<file path="config.mk">
export PLATFORM = sky130hd
export DESIGN_NAME = ula_multiciclo
export DESIGN_NICKNAME = d
export VERILOG_FILES = /design/src/rtl/ula_multiciclo.sv
export SDC_FILE = /design/constraint.sdc
export NUM_CORES = 1
export LEC_CHECK = 0
export BUFFER_PORTS_ARGS = -buffer_cell sky130_fd_sc_hd__buf_2
export CAP_MARGIN = 20
export CELL_PAD_IN_SITES_DETAIL_PLACEMENT = 1
export CELL_PAD_IN_SITES_GLOBAL_PLACEMENT = 1
export CORE_MARGIN = 2
export CORE_UTILIZATION = 42
export DETAILED_ROUTE_END_ITERATION = 16
export GPL_TIMING_DRIVEN = 0
export PLACE_DENSITY_LB_ADDON = 0.1
export SYNTH_ARGS = -nofsm -noshare
export SYNTH_HDL_FRONTEND = slang
export SYNTH_SLANG_ARGS = --single-unit
</file>
<file path="constraint.sdc">
create_clock -name clock -period 3.25 [get_ports clock]
set_input_delay 0.65 -clock clock [delete_from_list [all_inputs] [get_ports clock]]
set_output_delay 0.65 -clock clock [all_outputs]
set_load 0.01 [all_outputs]
</file>
<file path="src/rtl/ula_multiciclo.sv">
// ula_multiciclo: multi-cycle ALU with built-in ULAOp/Funct/Ext decode and a start/done handshake.
// Optional build macro ULA_MUL_EN enables the iterative shift-add multiplier (11/F0 with Ext=1).
`default_nettype none

module ula_multiciclo #(
    parameter int WIDTH   = 8,
    parameter int SHAMT_W = $clog2(WIDTH)
) (
    input  logic             clock,
    input  logic             reset,
    input  logic             start,
    input  logic [1:0]       ULAOp,
    input  logic             Funct,
    input  logic             Ext,
    input  logic [WIDTH-1:0] A,
    input  logic [WIDTH-1:0] B,
    output logic [WIDTH-1:0] result,
    output logic             zero,
    output logic             overflow,
    output logic             busy,
    output logic             done
);

    localparam logic [1:0] S_IDLE  = 2'd0;
    localparam logic [1:0] S_SHIFT = 2'd1;
    localparam logic [1:0] S_FIN   = 2'd3;

    localparam logic [2:0] OP_ADD = 3'd0;
    localparam logic [2:0] OP_SUB = 3'd1;
    localparam logic [2:0] OP_SLT = 3'd2;
    localparam logic [2:0] OP_NOT = 3'd3;
    localparam logic [2:0] OP_SLL = 3'd4;
    localparam logic [2:0] OP_SRL = 3'd5;

`ifdef ULA_MUL_EN
    localparam logic [1:0] S_MUL  = 2'd2;
    localparam logic [2:0] OP_MUL = 3'd6;
    // Counter must hold WIDTH itself for the multiply loop.
    localparam int CNT_W = $clog2(WIDTH + 1);
`else
    localparam int CNT_W = SHAMT_W;
`endif

    logic [1:0]         state_q, state_d;
    logic [WIDTH-1:0]   result_q, result_d;
    logic               zero_q, zero_d;
    logic               ovf_q, ovf_d;
    logic               busy_q, busy_d;
    logic               done_q, done_d;
    logic [WIDTH-1:0]   sh_q, sh_d;
    logic               dir_q, dir_d;
    logic [CNT_W-1:0]   cnt_q, cnt_d;

    logic [2:0]         op_w;
    logic [WIDTH-1:0]   alu_w;
    logic               alu_ovf_w;
    logic [WIDTH-1:0]   sum_w, diff_w;
    logic [WIDTH-1:0]   sh_next_w;
    logic [SHAMT_W-1:0] shamt_w;

`ifdef ULA_MUL_EN
    logic [WIDTH-1:0]   acc_q, acc_d;
    logic [WIDTH-1:0]   mcand_q, mcand_d;
    logic [WIDTH-1:0]   mplier_q, mplier_d;
    logic [WIDTH-1:0]   acc_next_w;

    assign acc_next_w = mplier_q[0] ? (acc_q + mcand_q) : acc_q;
`endif

    assign shamt_w   = B[SHAMT_W-1:0];
    assign sum_w     = A + B;
    assign diff_w    = A - B;
    assign sh_next_w = dir_q ? (sh_q >> 1) : (sh_q << 1);

    always_comb begin
        op_w = OP_ADD;
        case (ULAOp)
            2'b00: op_w = Funct ? OP_SUB : OP_ADD;
            2'b01: op_w = Funct ? OP_NOT : OP_SLT;
            2'b10: if (Ext) op_w = Funct ? OP_SRL : OP_SLL;
`ifdef ULA_MUL_EN
            2'b11: if (Ext && !Funct) op_w = OP_MUL;
`endif
            default: op_w = OP_ADD;
        endcase
    end

    always_comb begin
        alu_w     = sum_w;
        alu_ovf_w = (A[WIDTH-1] == B[WIDTH-1]) && (sum_w[WIDTH-1] != A[WIDTH-1]);
        case (op_w)
            OP_SUB: begin
                alu_w     = diff_w;
                alu_ovf_w = (A[WIDTH-1] != B[WIDTH-1]) && (diff_w[WIDTH-1] != A[WIDTH-1]);
            end
            OP_SLT: begin
                alu_w     = {{(WIDTH-1){1'b0}}, ($signed(A) < $signed(B))};
                alu_ovf_w = 1'b0;
            end
            OP_NOT: begin
                alu_w     = ~A;
                alu_ovf_w = 1'b0;
            end
            default: ;
        endcase
    end

    always_comb begin
        state_d  = state_q;
        result_d = result_q;
        zero_d   = zero_q;
        ovf_d    = ovf_q;
        busy_d   = 1'b0;
        done_d   = 1'b0;
        sh_d     = sh_q;
        dir_d    = dir_q;
        cnt_d    = cnt_q;
`ifdef ULA_MUL_EN
        acc_d    = acc_q;
        mcand_d  = mcand_q;
        mplier_d = mplier_q;
`endif
        case (state_q)
            S_IDLE: begin
                if (start) begin
                    case (op_w)
                        OP_SLL, OP_SRL: begin
                            if (shamt_w == '0) begin
                                result_d = A;
                                zero_d   = (A == '0);
                                ovf_d    = 1'b0;
                                done_d   = 1'b1;
                                state_d  = S_FIN;
                            end else begin
                                sh_d    = A;
                                dir_d   = (op_w == OP_SRL);
                                cnt_d   = CNT_W'(shamt_w);
                                busy_d  = 1'b1;
                                state_d = S_SHIFT;
                            end
                        end
`ifdef ULA_MUL_EN
                        OP_MUL: begin
                            acc_d    = '0;
                            mcand_d  = A;
                            mplier_d = B;
                            cnt_d    = CNT_W'(WIDTH);
                            busy_d   = 1'b1;
                            state_d  = S_MUL;
                        end
`endif
                        default: begin
                            result_d = alu_w;
                            zero_d   = (alu_w == '0);
                            ovf_d    = alu_ovf_w;
                            done_d   = 1'b1;
                            state_d  = S_FIN;
                        end
                    endcase
                end
            end
            S_SHIFT: begin
                sh_d  = sh_next_w;
                cnt_d = cnt_q - 1'b1;
                if (cnt_q == CNT_W'(1)) begin
                    result_d = sh_next_w;
                    zero_d   = (sh_next_w == '0);
                    ovf_d    = 1'b0;
                    done_d   = 1'b1;
                    state_d  = S_FIN;
                end else begin
                    busy_d = 1'b1;
                end
            end
`ifdef ULA_MUL_EN
            S_MUL: begin
                acc_d    = acc_next_w;
                mcand_d  = mcand_q << 1;
                mplier_d = mplier_q >> 1;
                cnt_d    = cnt_q - 1'b1;
                if (cnt_q == CNT_W'(1)) begin
                    result_d = acc_next_w;
                    zero_d   = (acc_next_w == '0);
                    ovf_d    = 1'b0;
                    done_d   = 1'b1;
                    state_d  = S_FIN;
                end else begin
                    busy_d = 1'b1;
                end
            end
`endif
            // FIN lasts exactly one cycle; a start seen here is dropped.
            S_FIN:   state_d = S_IDLE;
            default: state_d = S_IDLE;
        endcase
    end

    always_ff @(posedge clock) begin
        if (reset) begin
            state_q  <= S_IDLE;
            result_q <= '0;
            zero_q   <= 1'b0;
            ovf_q    <= 1'b0;
            busy_q   <= 1'b0;
            done_q   <= 1'b0;
            sh_q     <= '0;
            dir_q    <= 1'b0;
            cnt_q    <= '0;
`ifdef ULA_MUL_EN
            acc_q    <= '0;
            mcand_q  <= '0;
            mplier_q <= '0;
`endif
        end else begin
            state_q  <= state_d;
            result_q <= result_d;
            zero_q   <= zero_d;
            ovf_q    <= ovf_d;
            busy_q   <= busy_d;
            done_q   <= done_d;
            sh_q     <= sh_d;
            dir_q    <= dir_d;
            cnt_q    <= cnt_d;
`ifdef ULA_MUL_EN
            acc_q    <= acc_d;
            mcand_q  <= mcand_d;
            mplier_q <= mplier_d;
`endif
        end
    end

    assign result   = result_q;
    assign zero     = zero_q;
    assign overflow = ovf_q;
    assign busy     = busy_q;
    assign done     = done_q;

endmodule

`default_nettype wire

</file>
* Word-level counts from Yosys, hierarchy flattened
Index checks and enable logic that the tools add are counted. Widths: inputs -> output; s select.
Cells by class: add/subtract/negate cells 3, order comparisons 1, div/mod/pow operators 0, muxes and demuxes 46, reduce and logical (&&, ||, !) cells 15, bitwise gates (word level) 2, multiply operators 0, shift operators 0, eq/ne operators 18
Operators by type and width (number):
- $mux 8 | 8
- $pmux 8 s2 | 2
- $logic_not 8->1 | 3
- $pmux 8 s3 | 1
- $mux 1 | 19
- $mux 3 | 4
- $reduce_and 4->1 | 3
- $pmux 1 s2 | 5
- $pmux 3 s3 | 1
- $add 8x8->8 | 1
- $lt 8x8->1 | 1
- $mux 2 | 4
- $not 8->8 | 1
- $sub 8x8->8 | 1
- $eq 3x1->1 const B | 2
- $eq 3x2->1 const B | 2
- $eq 3x3->1 const B | 2
- $ne 2x2->1 const B | 3
- $pmux 3 s2 | 1
- $eq 2x1->1 const B | 2
- $logic_not 2->1 | 2
- $pmux 2 s2 | 1
- $reduce_or 2->1 | 2
- $logic_not 3->1 | 1
- 10 further kinds | 13
Storage, ports and cells: output and inout bits 12, bits in registers 26, input bits 23, bits in writable memories 0, memories 0, bits in latches 0, bits in read-only memories 0, logic and storage cells 94

* Depth between registers and ports, before layout
word-level depth 9, gate-level depth with buffers 10, depth with buffers taken out 10

* Worst setup path after synthesis
No wires, ideal clock.
path type input to register, start point input B[3], end point register zero_q (netlist: zero), setup time 0.087 ns, data arrival time 2.519 ns, path buffers 1, setup slack 0.644 ns, stages on the path 9, data required time 3.163 ns, path through inv_1 ha_1 clkbuf_1 nor2b_1 a2111oi_0 mux2_1 a211oi_1 nand3_1 o31ai_1
Between the ends: longest elaborated chain between the ends 6, elaborated cells between the ends (all ways) 8, those cells by class add/sub (2); order compare (1); mux (4); reduce/logical (1)
RTL lines:
- start, declared | line 16 | input logic [WIDTH-1:0] B,
- $add 8x8->8, or another cell as far along | line 71 | assign sum_w = A + B;
- $pmux 8 s3 * | line 91 | case (op_w)
- $logic_not 8->1 * | line 154 | zero_d = (alu_w == '0);
- $mux 1 * | line 126 | case (op_w)
- $mux 1 * | line 125 | if (start) begin
- $pmux 1 s2 * | line 123 | case (state_q)
- end signal, assigned | line 217 | zero_q <= zero_d;
- end, declared | line 46 | logic zero_q, zero_d;
Mark *: on every way between the ends. The rest lies on a longest branch, timed or not. The select of a mux whose other input is x is not followed. A chain may end at the register's enable or synchronous reset.

* Worst setup path after layout
start point input A[3], end point register result_q[6] (netlist: result[6])
Between the ends: longest elaborated chain between the ends 5, elaborated cells between the ends (all ways) 6, those cells by class add/sub (2); mux (4)
RTL lines:
- start, declared | line 15 | input logic [WIDTH-1:0] A,
- $add 8x8->8 / $sub 8x8->8 (equally long branches) | line 71, 72
- $pmux 8 s3 * | line 91
- $mux 8 * | line 126
- $mux 8 * | line 125
- $pmux 8 s2 * | line 123
- end signal, assigned | line 216 | result_q <= result_d;
- end, declared | line 45 | logic [WIDTH-1:0] result_q, result_d;
Marks and branches as above.

==> impl_results.md <==
* Crit Path Max Fanout at 9
* Worst Setup Start Kind: input port
* Synth top area share at 21.0%
* Clock transition at the registers of the reported paths at 0.09 ns
* Worst slew margin at about 46%
* Hold-fix buffers at CTS at 0
* Skew final at approximately 0.0024 ns
* Vias at 2657
* Minimum clock period at 3.10 ns
* Clock Sink Count at 26
* Skew-Pair Late Insertion Delay at 0.27 ns
* Main flop type after synthesis: dfxtp_1
* Htree depth at 1
* Fin. Hold Viols at 0
* Average wire per standard cell at 18.4 um
* Data required time of the critical path at approximately 3.4 ns
* Critical path arrival at roughly 3.2 ns
* Initial drt markers at 192
* Initial antenna violation count at 0
* Largest net degree at the start of global routing at 15
* Die height at 80.8 um
* Mean post-synth cell area at 7.42 um2
* DRT Wirelength at approximately 8100 um
* Leading post-synthesis cells by cell area: dfxtp_1, ha_1, nor2_1
* Asr flop ratio synth at 0%
* Detail Route Antenna Nets at 0
* Nets@finish at slightly above 400
* Drt pass-1 iters at 4
* HPWL after detailed placement at 6350 um
* Max Clock Freq at roughly 320 MHz
* P per Cell Area at 360 nW/um2
* Post-CTS resize count at 0
* Outcome: finished clean
* Syn_nets at 376
* Peak VDD IR at 0.272 mV
* Final Setup Violations at 0
* Drt via density at ~6.0
* # port buffers at 32
* Core area at 5610 um2
* Final Core Density at 49.6%
* Yosys warning count at 0
* Number of max-cap violations at 0
* # IOs at 35
* #FFs+latches synth at 26
* Row count at 27
* Area of the multi-input gates at 1780 um2
* Filler Cell Count at 752
* Post-synth EDFFs at 0
* Initial Utilization at 44.2%
* Final Cycle Share at 95.2%
* Post-Synthesis Cell Area at ~2500 um2
* ANT cells at 0
* # Post-CTS Setup Buffers at 0
* Total grt overflow at 0
* CTS Buf Count at 3
* Area growth, synth to finish at 12.3%
* Worst slew pin tran at approximately 0.79 ns
* Static Leakage at 1.10 nW
* Maximum clock insertion buffer count at 2
* Crit. End Element: register
* CTS tree: built
* Share of post-route cells with drive strength above 1 at 13.8%
* Register area share after synthesis at roughly a fifth
* RSZ-0062 raised after global routing: no
* First-pass GRT wire length at 12900 um
* Die width at 80.8 um
* Slew Limit Fails at 0
* Distinct cells, synth at 60
* Root buffer cell: clkbuf_8
* FF+latch area at 520 um2
* Hold/Removal Path Class: register to register
* Die Area at 6530 um2
* Global-route usage over all layers at 25.8%
* Final Power at between 1 and 1.5 mW
* Synth area leader: dfxtp_1
* GP Congestion at about 0.84
* Crit Path Class: input port to register
* Mapped Cells at 334
* Vias in the first global route at 2562
* Drt drc at 0
## Yosys cell counts, types with 2 or more instances
master,count
nor3_1,8
dfxtp_1,26
a31oi_1,5
fa_1,2
inv_1,19
nor2b_1,9
buf_4,2
xnor2_1,2
xor2_1,3
nand2_1,25
a211oi_1,12
nand3_1,8
or4b_1,2
o21ai_0,12
nand2b_1,7
a311oi_1,4
a21o_1,4
o31ai_1,2
nand4b_1,3
o211ai_1,7
nand3b_1,2
clkbuf_1,17
mux2i_1,8
a21oi_2,2
nor4_1,3
nor2_1,47
buf_2,4
or3b_1,2
a221o_1,3
o221ai_1,2
a21oi_1,28
o21a_1,2
nor3b_1,9
ha_1,17
## worst max-delay path: stages
cell and delay [ns]:
buf_2 0.15, ha_1 0.30, clkbuf_1 0.20, nor2b_1 0.19, a2111oi_0 0.72, mux2_1 0.38, a211oi_1 0.39, a21o_1 0.19
a211oi_1 0.07
## cell type report
type	instances	share of cell area, %
Sequential cell	26	18.7
Clock buffer	4	1.98
Timing Repair Buffer	32	5.76
Buffer	24	3.96
Tap cell	72	3.24
Multi-Input combinational cell	265	63.8
Inverter	19	2.56
## sequential cells by signal, summed over array words and instances, names as in the netlist
| register | count |
|---|---|
| busy | 1 |
| cnt_q | 3 |
| dir_q | 1 |
| done | 1 |
| overflow | 1 |
| result | 8 |
| sh_q | 8 |
| state_q | 2 |
| zero | 1 |
## cells by family after synthesis
kind of cell    count (synthesis)  synth area share [%]
buf+inv                        43                  7.32
flops                          26                  21.0
compound gates                 98                  28.0
xor+xnor                        5                  1.77
simple gates                  134                  28.0
fa+ha+maj                      19                  10.2
mux                             9                  3.69
## per-stage QoR
| stage | setup TNS (ns) | hold slack [ns] | area [um2] | cells | setup WS (ns) |
|---|---|---|---|---|---|
| floorplan | 0 | 0.432 | 2480 | 334 | 0.644 |
| global placement | -0.0529 | 0.443 | 2730 | 438 | -0.0400 |
| detailed placement | -0.00977 | 0.456 | 2730 | 438 | -0.00977 |
| CTS | 0 | 0.469 | 2780 | 442 | 0.261 |
| global route | 0 | 0.487 | 2780 | 442 | 0.0751 |
| finish | 0 | 0.471 | 2780 | 442 | 0.155 |
## path summary, 6_finish.rpt
check,start,endpoint,slack (ns),cells past startpoint
worst min register to register,cnt_q[1],cnt_q[1],0.47,2
worst max register to register,sh_q[2],zero,1.20,6
worst min-delay path,cnt_q[1],cnt_q[1],0.47,2
worst max-delay path,A[3],result[6],0.15,9
## metal layers
metal / vias up / track usage, % / part of all wire (%)
li1: 1277 / - / -
met2: 77 / 41.4 / 44
met4: 0 / 3.05 / 0.21
met5: - / 0 / 0
met3: 4 / 3.44 / 5.3
met1: 1299 / 37.8 / 50
## power by group
part / total, mW / switching [mW] / leakage [nW] / internal, mW
registers: 0.372 / 0.0230 / 0.214 / 0.349
logic: 0.417 / 0.254 / 0.857 / 0.164
clock network: 0.213 / 0.105 / 0.0288 / 0.109
total: 1.00 / 0.381 / 1.10 / 0.621
## cell usage in the layout (no fill, tap or decap), types with 3 or more instances in the layout
cell | synthesis | layout
a211oi_1 | 12 | 12
a21o_1 | 4 | 4
a21oi_1 | 28 | 28
a221o_1 | 3 | 3
a311oi_1 | 4 | 4
a31oi_1 | 5 | 5
buf_2 | 4 | 36
clkbuf_1 | 17 | 17
clkbuf_8 | 0 | 4
dfxtp_1 | 26 | 26
ha_1 | 17 | 17
inv_1 | 19 | 19
mux2i_1 | 8 | 8
nand2_1 | 25 | 25
nand2b_1 | 7 | 7
nand3_1 | 8 | 8
nand4b_1 | 3 | 3
nor2_1 | 47 | 47
nor2b_1 | 9 | 9
nor3_1 | 8 | 8
nor3b_1 | 9 | 9
nor4_1 | 3 | 3
o211ai_1 | 7 | 7
o21ai_0 | 12 | 12
xor2_1 | 3 | 3
No activity file was read; power rests on OpenSTA's default activity.
